[src/rtl/gb_timer_if.sv]
// Register bus between the IO address decoder and the DMG timer (0xff04-0xff07).
interface gb_timer_if;
  logic [1:0] adr;
  logic       sel_tim;
  logic       write;
  logic [7:0] din;
  logic [7:0] dout;

  modport master (
    output adr,
    output sel_tim,
    output write,
    output din,
    input  dout
  );

  modport slave (
    input  adr,
    input  sel_tim,
    input  write,
    input  din,
    output dout
  );
endinterface

[src/rtl/gb_timer.sv]
// DMG timer: DIV/TIMA/TMA/TAC, timer interrupt request and the APU divider tap.
// Define GB_TIMER_QUIRKS_EN for the delayed reload and DIV/TAC write glitch increments.
module gb_timer (
  input  logic      clk,
  input  logic      reset,
  gb_timer_if.slave bus,
  output logic      irq_tim,
  output logic      div_apu
);

  logic [15:0] div_cnt_q, div_cnt_d;
  logic [7:0]  tima_q, tima_d;
  logic [7:0]  tma_q, tma_d;
  logic [2:0]  tac_q, tac_d;
  logic        inc_src_q, inc_src_d;
  logic        irq_q, irq_d;

  logic wr_en, wr_div, wr_tima, wr_tma, wr_tac;
  logic inc_src, inc;

`ifdef GB_TIMER_QUIRKS_EN
  typedef enum logic [1:0] {StRun, StDelay, StReload} state_e;
  state_e     state_q, state_d;
  logic [1:0] dly_q, dly_d;
`endif

  function automatic logic tap_src(input logic [2:0] tac, input logic [15:0] cnt);
    logic b;
    case (tac[1:0])
      2'b00:   b = cnt[9];
      2'b01:   b = cnt[3];
      2'b10:   b = cnt[5];
      default: b = cnt[7];
    endcase
    return tac[2] & b;
  endfunction

  always_comb begin
    wr_en   = bus.sel_tim & bus.write;
    wr_div  = wr_en & (bus.adr == 2'd0);
    wr_tima = wr_en & (bus.adr == 2'd1);
    wr_tma  = wr_en & (bus.adr == 2'd2);
    wr_tac  = wr_en & (bus.adr == 2'd3);
  end

  always_comb begin
    div_cnt_d = wr_div ? 16'h0000 : div_cnt_q + 16'd1;
    tac_d     = wr_tac ? bus.din[2:0] : tac_q;
    inc_src   = tap_src(tac_q, div_cnt_q);
    inc       = inc_src_q & ~inc_src;
`ifdef GB_TIMER_QUIRKS_EN
    inc_src_d = inc_src;
`else
    // Re-seed the edge detector from the post-write value so writes cannot fake a fall.
    inc_src_d = (wr_div | wr_tac) ? tap_src(tac_d, div_cnt_d) : inc_src;
`endif
  end

`ifdef GB_TIMER_QUIRKS_EN
  always_comb begin
    state_d = state_q;
    dly_d   = dly_q;
    tima_d  = tima_q;
    tma_d   = wr_tma ? bus.din : tma_q;
    irq_d   = 1'b0;
    unique case (state_q)
      StRun: begin
        if (wr_tima) begin
          tima_d = bus.din;
        end else if (inc) begin
          if (tima_q == 8'hff) begin
            tima_d  = 8'h00;
            dly_d   = 2'd3;
            state_d = StDelay;
          end else begin
            tima_d = tima_q + 8'd1;
          end
        end
      end
      StDelay: begin
        dly_d = dly_q - 2'd1;
        if (wr_tima) begin
          tima_d  = bus.din;
          state_d = StRun;
        end else begin
          if (inc) tima_d = tima_q + 8'd1;
          if (dly_q == 2'd1) state_d = StReload;
        end
      end
      StReload: begin
        // A TMA write this cycle feeds TIMA directly; a TIMA write is dropped.
        tima_d  = wr_tma ? bus.din : tma_q;
        irq_d   = 1'b1;
        state_d = StRun;
      end
      default: state_d = StRun;
    endcase
  end
`else
  always_comb begin
    tima_d = tima_q;
    tma_d  = wr_tma ? bus.din : tma_q;
    irq_d  = 1'b0;
    if (wr_tima) begin
      tima_d = bus.din;
    end else if (inc) begin
      if (tima_q == 8'hff) begin
        tima_d = tma_q;
        irq_d  = 1'b1;
      end else begin
        tima_d = tima_q + 8'd1;
      end
    end
  end
`endif

  always_ff @(posedge clk) begin
    if (reset) begin
      div_cnt_q <= 16'h0000;
      tima_q    <= 8'h00;
      tma_q     <= 8'h00;
      tac_q     <= 3'b000;
      inc_src_q <= 1'b0;
      irq_q     <= 1'b0;
`ifdef GB_TIMER_QUIRKS_EN
      state_q   <= StRun;
      dly_q     <= 2'd0;
`endif
    end else begin
      div_cnt_q <= div_cnt_d;
      tima_q    <= tima_d;
      tma_q     <= tma_d;
      tac_q     <= tac_d;
      inc_src_q <= inc_src_d;
      irq_q     <= irq_d;
`ifdef GB_TIMER_QUIRKS_EN
      state_q   <= state_d;
      dly_q     <= dly_d;
`endif
    end
  end

  always_comb begin
    bus.dout = 8'hff;
    if (bus.sel_tim) begin
      case (bus.adr)
        2'd0:    bus.dout = div_cnt_q[15:8];
        2'd1:    bus.dout = tima_q;
        2'd2:    bus.dout = tma_q;
        default: bus.dout = {5'b11111, tac_q};
      endcase
    end
  end

  assign irq_tim = irq_q;
  assign div_apu = div_cnt_q[12];

endmodule
[src/flat_wrapper.sv]
// flat-port wrapper written by rule: the top's interface ports become plain ports
module gb_timer_flat 
  (clk, reset, irq_tim, div_apu, bus_adr, bus_sel_tim, bus_write, bus_din, bus_dout);
  gb_timer_if bus_i ();
  input  logic clk;
  input  logic reset;
  output logic irq_tim;
  output logic div_apu;
  input wire logic [$bits(bus_i.adr)-1:0] bus_adr;
  input wire logic [$bits(bus_i.sel_tim)-1:0] bus_sel_tim;
  input wire logic [$bits(bus_i.write)-1:0] bus_write;
  input wire logic [$bits(bus_i.din)-1:0] bus_din;
  output wire logic [$bits(bus_i.dout)-1:0] bus_dout;
  assign bus_i.adr = bus_adr;
  assign bus_i.sel_tim = bus_sel_tim;
  assign bus_i.write = bus_write;
  assign bus_i.din = bus_din;
  assign bus_dout = bus_i.dout;
  gb_timer u_core (.clk(clk), .reset(reset), .bus(bus_i), .irq_tim(irq_tim), .div_apu(div_apu));
endmodule
[config.mk]
export PLATFORM = sky130hd
export DESIGN_NAME = gb_timer_flat
export DESIGN_NICKNAME = d
export VERILOG_FILES = /design/src/rtl/gb_timer_if.sv /design/src/rtl/gb_timer.sv /design/src/flat_wrapper.sv
export SDC_FILE = /design/constraint.sdc
export NUM_CORES = 1
export LEC_CHECK = 0
export ABC_AREA = 1
export ABC_CLOCK_PERIOD_IN_PS = 2700
export CORE_MARGIN = 10
export CORE_UTILIZATION = 35
export DETAILED_ROUTE_END_ITERATION = 10
export MAX_ROUTING_LAYER = met4
export PLACE_DENSITY_LB_ADDON = 0.3
export SLEW_MARGIN = 20
export SYNTH_ARGS = -nofsm -noshare
export SYNTH_HDL_FRONTEND = slang
export SYNTH_SLANG_ARGS = --single-unit
[constraint.sdc]
create_clock -name clk -period 2.7 [get_ports clk]
set_input_delay 0.27 -clock clk [delete_from_list [all_inputs] [get_ports clk]]
set_output_delay 0.27 -clock clk [all_outputs]
set_load 0.02 [all_outputs]
==> flow_metrics.env <==
export IMPL_synth_compound_area_share_pct=15.95
export IMPL_fin_cells=411
export IMPL_synthXorXnorAreaFrac_pct=2.982
export IMPL_die_y_um=96.64
export IMPL_cts_resized=0
export IMPL_power_per_cell_area_nw_per_um2=445.0
export IMPL_synthTopCellsByArea="dfxtp_1 36%, nand2_1 17%, inv_1 6.4%"
export IMPL_grt_max_degree=26
export IMPL_worstPathArrival_ps=2090
export IMPL_synthesis_nets=328
export IMPL_clock_skew_ps=6.305
export IMPL_antenna_cells=0
export IMPL_path_clk_slew_ps=70
export IMPL_mostFrequentLayoutCell="nand2_1"
export IMPL_via_per_inst=4.993
export IMPL_path_cells="clkdlybuf4s50_1, inv_1, nand2_2, nor2_1, a221oi_1, o211ai_1, clkdlybuf4s50_1"
export IMPL_regToRegSetupSlack_ps=950
export IMPL_synth_top_family_by_area="simple AND/OR/NAND/NOR gates"
export IMPL_r2r_start="u_core.tima_q[0]$_SDFFE_PP0P_"
export IMPL_cts_tree="built"
export IMPL_yosysTopAreaCell="dfxtp_1"
export IMPL_seq_area_um2=740.7
export IMPL_die_area_um2=9339
export IMPL_routedWlPerCell_um=13.12
export IMPL_ys_seq_elements=37
export IMPL_postCtsSetupBuffers=0
export IMPL_worst_slack_ps=337.4
export IMPL_syn_to_final_growth_pct=19.35
export IMPL_slowest_delay_ps=580
export IMPL_wirelength_um=5391
export IMPL_worst_pin_slew_ps=440.6
export IMPL_fillerInstances=610
export IMPL_nets=355
export IMPL_ant_nets=0
export IMPL_seq_area_frac_synth_pct=36.03
export IMPL_hpwlAfterDp_um=4133
export IMPL_drtIter0Drc=106
export IMPL_cts_sinks=37
export IMPL_end_kind="primary output"
export IMPL_grt_pass1_wl_um=9418
export IMPL_synthesis_area_um2=2056
export IMPL_start_util_pct=36.66
export IMPL_layout_drive_gt1_share_pct=9.440
export IMPL_ys_flop_type="dfxtp_1"
export IMPL_fin_tns_setup_ps=0
export IMPL_grtUsageTotal_pct=11.94
export IMPL_clock_latency_ps=290
export IMPL_drt_pass1_iter_count=4
export IMPL_post_route_min_period_ps=2363
export IMPL_dp_cells=404
export IMPL_setup_viol=0
export IMPL_relSlewSlack_pct=70.55
export IMPL_status="completed"
export IMPL_cts_hold_buffers=0
export IMPL_antenna_found_initial=0
export IMPL_rsz0062_at_grt="false"
export IMPL_avgSynthCellArea_um2=6.589
export IMPL_yosys_area_share_simple_pct=35.18
export IMPL_synth_top_area_share_pct=36.03
export IMPL_holdPathStages=1
export IMPL_coreArea_um2=5608
export IMPL_crit_path_top_delay_cell="clkdlybuf4s50_1"
export IMPL_hp_class="flop to flop"
export IMPL_leakagePower_nw=0.8884
export IMPL_multi_input_area_um2=1137
export IMPL_async_flop_share_pct=0
export IMPL_cts_root_buffer="clkbuf_8"
export IMPL_worstHoldEndpoint="u_core.div_cnt_q[0]$_SDFF_PP0_"
export IMPL_path_buf_inv=3
export IMPL_drc=0
export IMPL_port_buffers=23
export IMPL_required_ps=2430
export IMPL_startpoint_type="input port"
export IMPL_num_rows=27
export IMPL_final_cell_mix="91 x nand2_1, 37 x dfxtp_1, 35 x inv_1"
export IMPL_synth_edf_count=0
export IMPL_clock_path_buffers=2
export IMPL_yosys_warnings=0
export IMPL_hp_start="u_core.div_cnt_q[0]$_SDFF_PP0_"
export IMPL_crit_fanout=9
export IMPL_crit_family="buffers and inverters"
export IMPL_crit_type="input port to primary output"
export IMPL_htree_levels=2
export IMPL_grt_overflow_total=0
export IMPL_cap_violations=0
export IMPL_grt_pass1_vias=2038
export IMPL_post_synth_mux_area_share_pct=0
export IMPL_post_place_ws_ps=339.5
export IMPL_crit_start="bus_adr[1]"
export IMPL_vias=2052
export IMPL_place_gp_congestion=0.8737
export IMPL_yosysUniqueCellTypes=28
export IMPL_io_pins=24
export IMPL_slew_violations=0
export IMPL_die_width_um=96.64
export IMPL_synthAdderAreaFrac_pct=1.217
export IMPL_r2r_end="u_core.tima_q[3]$_SDFFE_PP0P_"
export IMPL_hold_viol=0
export IMPL_tritoncts_num_buffers=5
export IMPL_post_route_period_util_pct=87.50
export IMPL_synth_cells=312
export IMPL_r2r_cells=8
export IMPL_fmax_ghz=0.4233
export IMPL_irDropWorstVdd_mv=0.3119
export IMPL_cp_common_cell="clkdlybuf4s50_1"
-- power by group --
part	internal, mW	switching (mW)	total [mW]
clock network	0.203	0.195	0.398
logic	0.0533	0.0738	0.127
registers	0.556	0.0105	0.567
-- flip-flops by register name, summed over array words and instances (netlist names) --
register / cells
u_core.tma_q: 8
u_core.tima_q: 8
u_core.div_cnt_q: 16
u_core.tac_q: 3
u_core.inc_src_q: 1
u_core.irq_tim: 1
-- per-stage QoR --
step	area (um2)	power [mW]	utilization (%)	hold WS, ps
4_1_cts	2454	1.102	43.75	472.2
2_1_floorplan	2056	0.6469	-	413.6
3_5_place_dp	2367	0.7062	42.21	455.9
6_report	2454	1.092	43.75	466.9
5_1_grt	2454	1.150	43.75	488.0
3_3_place_gp	2367	0.7051	42.21	446.2
-- cells in the mapped netlist (2+ instances only) --
cell type  instances
nand2_1           91
nor3_1             5
a221oi_1           3
dfxtp_1           37
o21a_1             3
nand2_2            5
a211oi_1           3
inv_1             35
o21ai_0           12
a31oi_1            5
xnor2_1            4
nand3_1           16
nand3_2            4
inv_2              8
nor2_2             5
a21oi_1           19
nor2_1            34
clkbuf_1           3
nor2_4             3
xor2_1             3
o2111ai_1          5
o211ai_1           2
ha_1               2
-- kinds of logic (layout without fill, tap and decap cells) --
family,count (synthesis),in the layout
adder cells (fa/ha/maj),2,2
flip-flops,37,37
AO/OA/AOI/OAI,54,54
buffers and inverters,47,74
AND/OR/NAND/NOR,165,165
XOR/XNOR,7,7
-- layout make-up --
class / instances / share of cell area (%)
Sequential cell: 37 / 30.19
Inverter: 43 / 6.578
Tap cell: 72 / 3.672
Timing Repair Buffer: 24 / 9.689
Multi-Input combinational cell: 228 / 46.35
Clock buffer: 7 / 3.519
-- routing by layer --
layer | track usage, % | share of wire (%) | up-vias
met4 | 4.397 | 1.4 | 0
met2 | 20.09 | 50 | 28
met5 | - | 0 | -
met1 | 13.57 | 46 | 954
li1 | - | - | 1061
met3 | 2.555 | 2.9 | 9
-- worst max path at each step --
stage | slack, ps | end | cells after the start
final | 340 | bus_dout[1] | 7
after global routing | 240 | bus_dout[1] | 7
after CTS | 330 | bus_dout[1] | 6
after detailed placement | 340 | bus_dout[1] | 6
after global placement | 350 | bus_dout[0] | 6
after floorplan | 1210 | u_core.tima_q[0]$_SDFFE_PP0P_ | 9
(Power assumes the default switching activity.)
==> RTL change, RTL diff (same flow settings) <==
The option `GB_TIMER_QUIRKS_EN` is turned on by a define.
--- a/src/rtl/gb_timer.sv
+++ b/src/rtl/gb_timer.sv
@@ -2,2 +2,4 @@
 // Define GB_TIMER_QUIRKS_EN for the delayed reload and DIV/TAC write glitch increments.
+`define GB_TIMER_QUIRKS_EN
+
 module gb_timer (
Behaviour: no difference found for any inputs over 10 cycles, from zero or initial values and one cycle with reset high; that may be too few to reach the edited logic, so the function may still have changed.
==> RTL change against the original RTL <==
- design area rose by 17%
- sequential cell count rose by 4
- worst setup slack got worse by 0.036 ns
- highest routed layer unchanged
- synthesized area increased by 19%
- clock skew grew 0.0017 ns
- routed wire length rose by 14%
Power is not compared: it rests on default switching activity, and its combinational part moved more than twofold at a synthesized area within 25%.
==> RTL change: results (changes against the original RTL) <==
[global_route]
grt_util_all_layers = 0.1248  ; was 0.1194
grt_pass1_vias = 2223  ; was 2038
met3_usage = 0.02591  ; was 0.02555
grt.met2_usage = 0.2154  ; was 0.2009
grt_max_degree = 23  ; was 26
grt_first_pass_wirelength_mm = 10.26  ; was 9.418 mm
grt_util_met1 = 0.1402  ; was 0.1357

[power]
p_int_w = 0.001091
vdd_drop_max_mv = 0.1881

[setup_path]
r2r_cells = 11  ; was 8
rr_endpoint = u_core.tima_q[0]  ; was u_core.tima_q[3]
rr_startpoint = u_core.state_q[1]  ; was u_core.tima_q[0]
critPathMaxFanout = 5  ; was 9
rrSetupSlack_ns = 0.77  ; was 0.95 ns
worst_ep_arrival_time_ns = 2.13  ; was 2.09 ns

[synthesis]
post_synth_num_cell_types = 32  ; was 28
avgSynthCellArea_um2 = 6.411  ; was 6.589 um2
synth_common_cells = nand2_1 (97), nor2_1 (61), inv_1 (54), dfxtp_1 (41), nand3_1 (24)  ; was nand2_1 (91), dfxtp_1 (37), inv_1 (35), nor2_1 (34), a21oi_1 (19)
async_flop_share = 0  ; unchanged
seq_area_frac_synth = 0.3369  ; was 0.3603
yosys-top-cells-area = dfxtp_1 (34%), nand2_1 (15%), nor2_1 (9.4%)  ; was dfxtp_1 (36%), nand2_1 (17%), inv_1 (6.4%)

[min_path]
hold_depth = 1  ; unchanged

[placement]
placedCellCount = 495  ; was 404
pre_cts_ws_ns = 0.2737  ; was 0.3395 ns
routabilityCongestion = 0.9134  ; was 0.8737
dp_hpwl_mm = 4.857  ; was 4.133 mm

[routing]
drtIter0Drc = 118  ; was 106
vias = 2411  ; was 2052
wl_per_cell_um = 12.19  ; was 13.12 um

[finish]
fillers = 716  ; was 610
drive_gt1_frac = 0.06634  ; was 0.09440
fin_nets = 427  ; was 355

[sta]
max_slew_margin = 0.6629  ; was 0.7055

[status]
status = finished, final reports clean  ; unchanged

[clock_tree]
cts_resized = 0  ; unchanged

-- RTL change: worst max-delay path by stage --
stage / startpoint / slack [ns] / endpoint
final: bus_adr[0] / 0.30 / bus_dout[3]
after global routing: bus_adr[0] / 0.20 / bus_dout[2]
after CTS: bus_adr[0] / 0.27 / bus_dout[3]
after detailed placement: bus_adr[0] / 0.27 / bus_dout[3]
after global placement: bus_adr[0] / 0.32 / bus_dout[6]
after floorplan: u_core.state_q[1] / 1.0 / u_core.tima_q[0]
-- RTL change: power groups by stage --
| stage | logic, W | clock network (W) | registers (W) |
|---|---|---|---|
| floorplan | 0.000395 | 0 | 0.000718 |
| global placement | 0.000520 | 0 | 0.000724 |
| detailed placement | 0.000529 | 0 | 0.000725 |
| CTS | 0.000530 | 0.000463 | 0.000711 |
| global route | 0.000607 | 0.000488 | 0.000720 |
| finish | 0.000527 | 0.000451 | 0.000712 |
-- RTL change: worst max-delay path, stage by stage --
cell and delay, ns:
clkdlybuf4s50_1 0.57, nand2_1 0.21, inv_1 0.07, nor2_1 0.26, o2111ai_1 0.17, clkdlybuf4s50_1 0.57
-- RTL change: area by class of cell --
| type | count | share of cell area |
|---|---|---|
| clock buffer | 7 | 0.03361 |
| clock inverter | 1 | 0.001746 |
| inverter | 57 | 0.07464 |
| multi-input combinational | 277 | 0.4788 |
| sequential | 41 | 0.2863 |
| tap | 96 | 0.04190 |
| timing repair buffer | 24 | 0.08293 |
-- RTL change: per-layer routing --
layer / share of wire / wire (um) / up-vias
met5: 0 / 0 / -
met4: 0.012 / 72 / 0
met3: 0.041 / 252 / 11
met2: 0.50 / 3056 / 42
met1: 0.45 / 2754 / 1084
li1: - / - / 1274
-- RTL change: per-stage QoR --
step,instance area [um2],hold slack [ns]
6_report,2867,0.4510
4_1_cts,2867,0.4563
3_5_place_dp,2765,0.4440
3_3_place_gp,2765,0.4300
2_1_floorplan,2436,0.4049
5_1_grt,2867,0.4778
-- RTL change: cell families (layout without fill, tap and decap cells) --
group,Yosys count,in the layout,share of synthesized area
adder cells (fa/ha/maj),7,7,0.03595
XOR/XNOR,2,2,0.007192
AO/OA/AOI/OAI,57,57,0.1412
AND/OR/NAND/NOR,211,211,0.3790
flip-flops,41,41,0.3369
buffers and inverters,62,89,0.09964
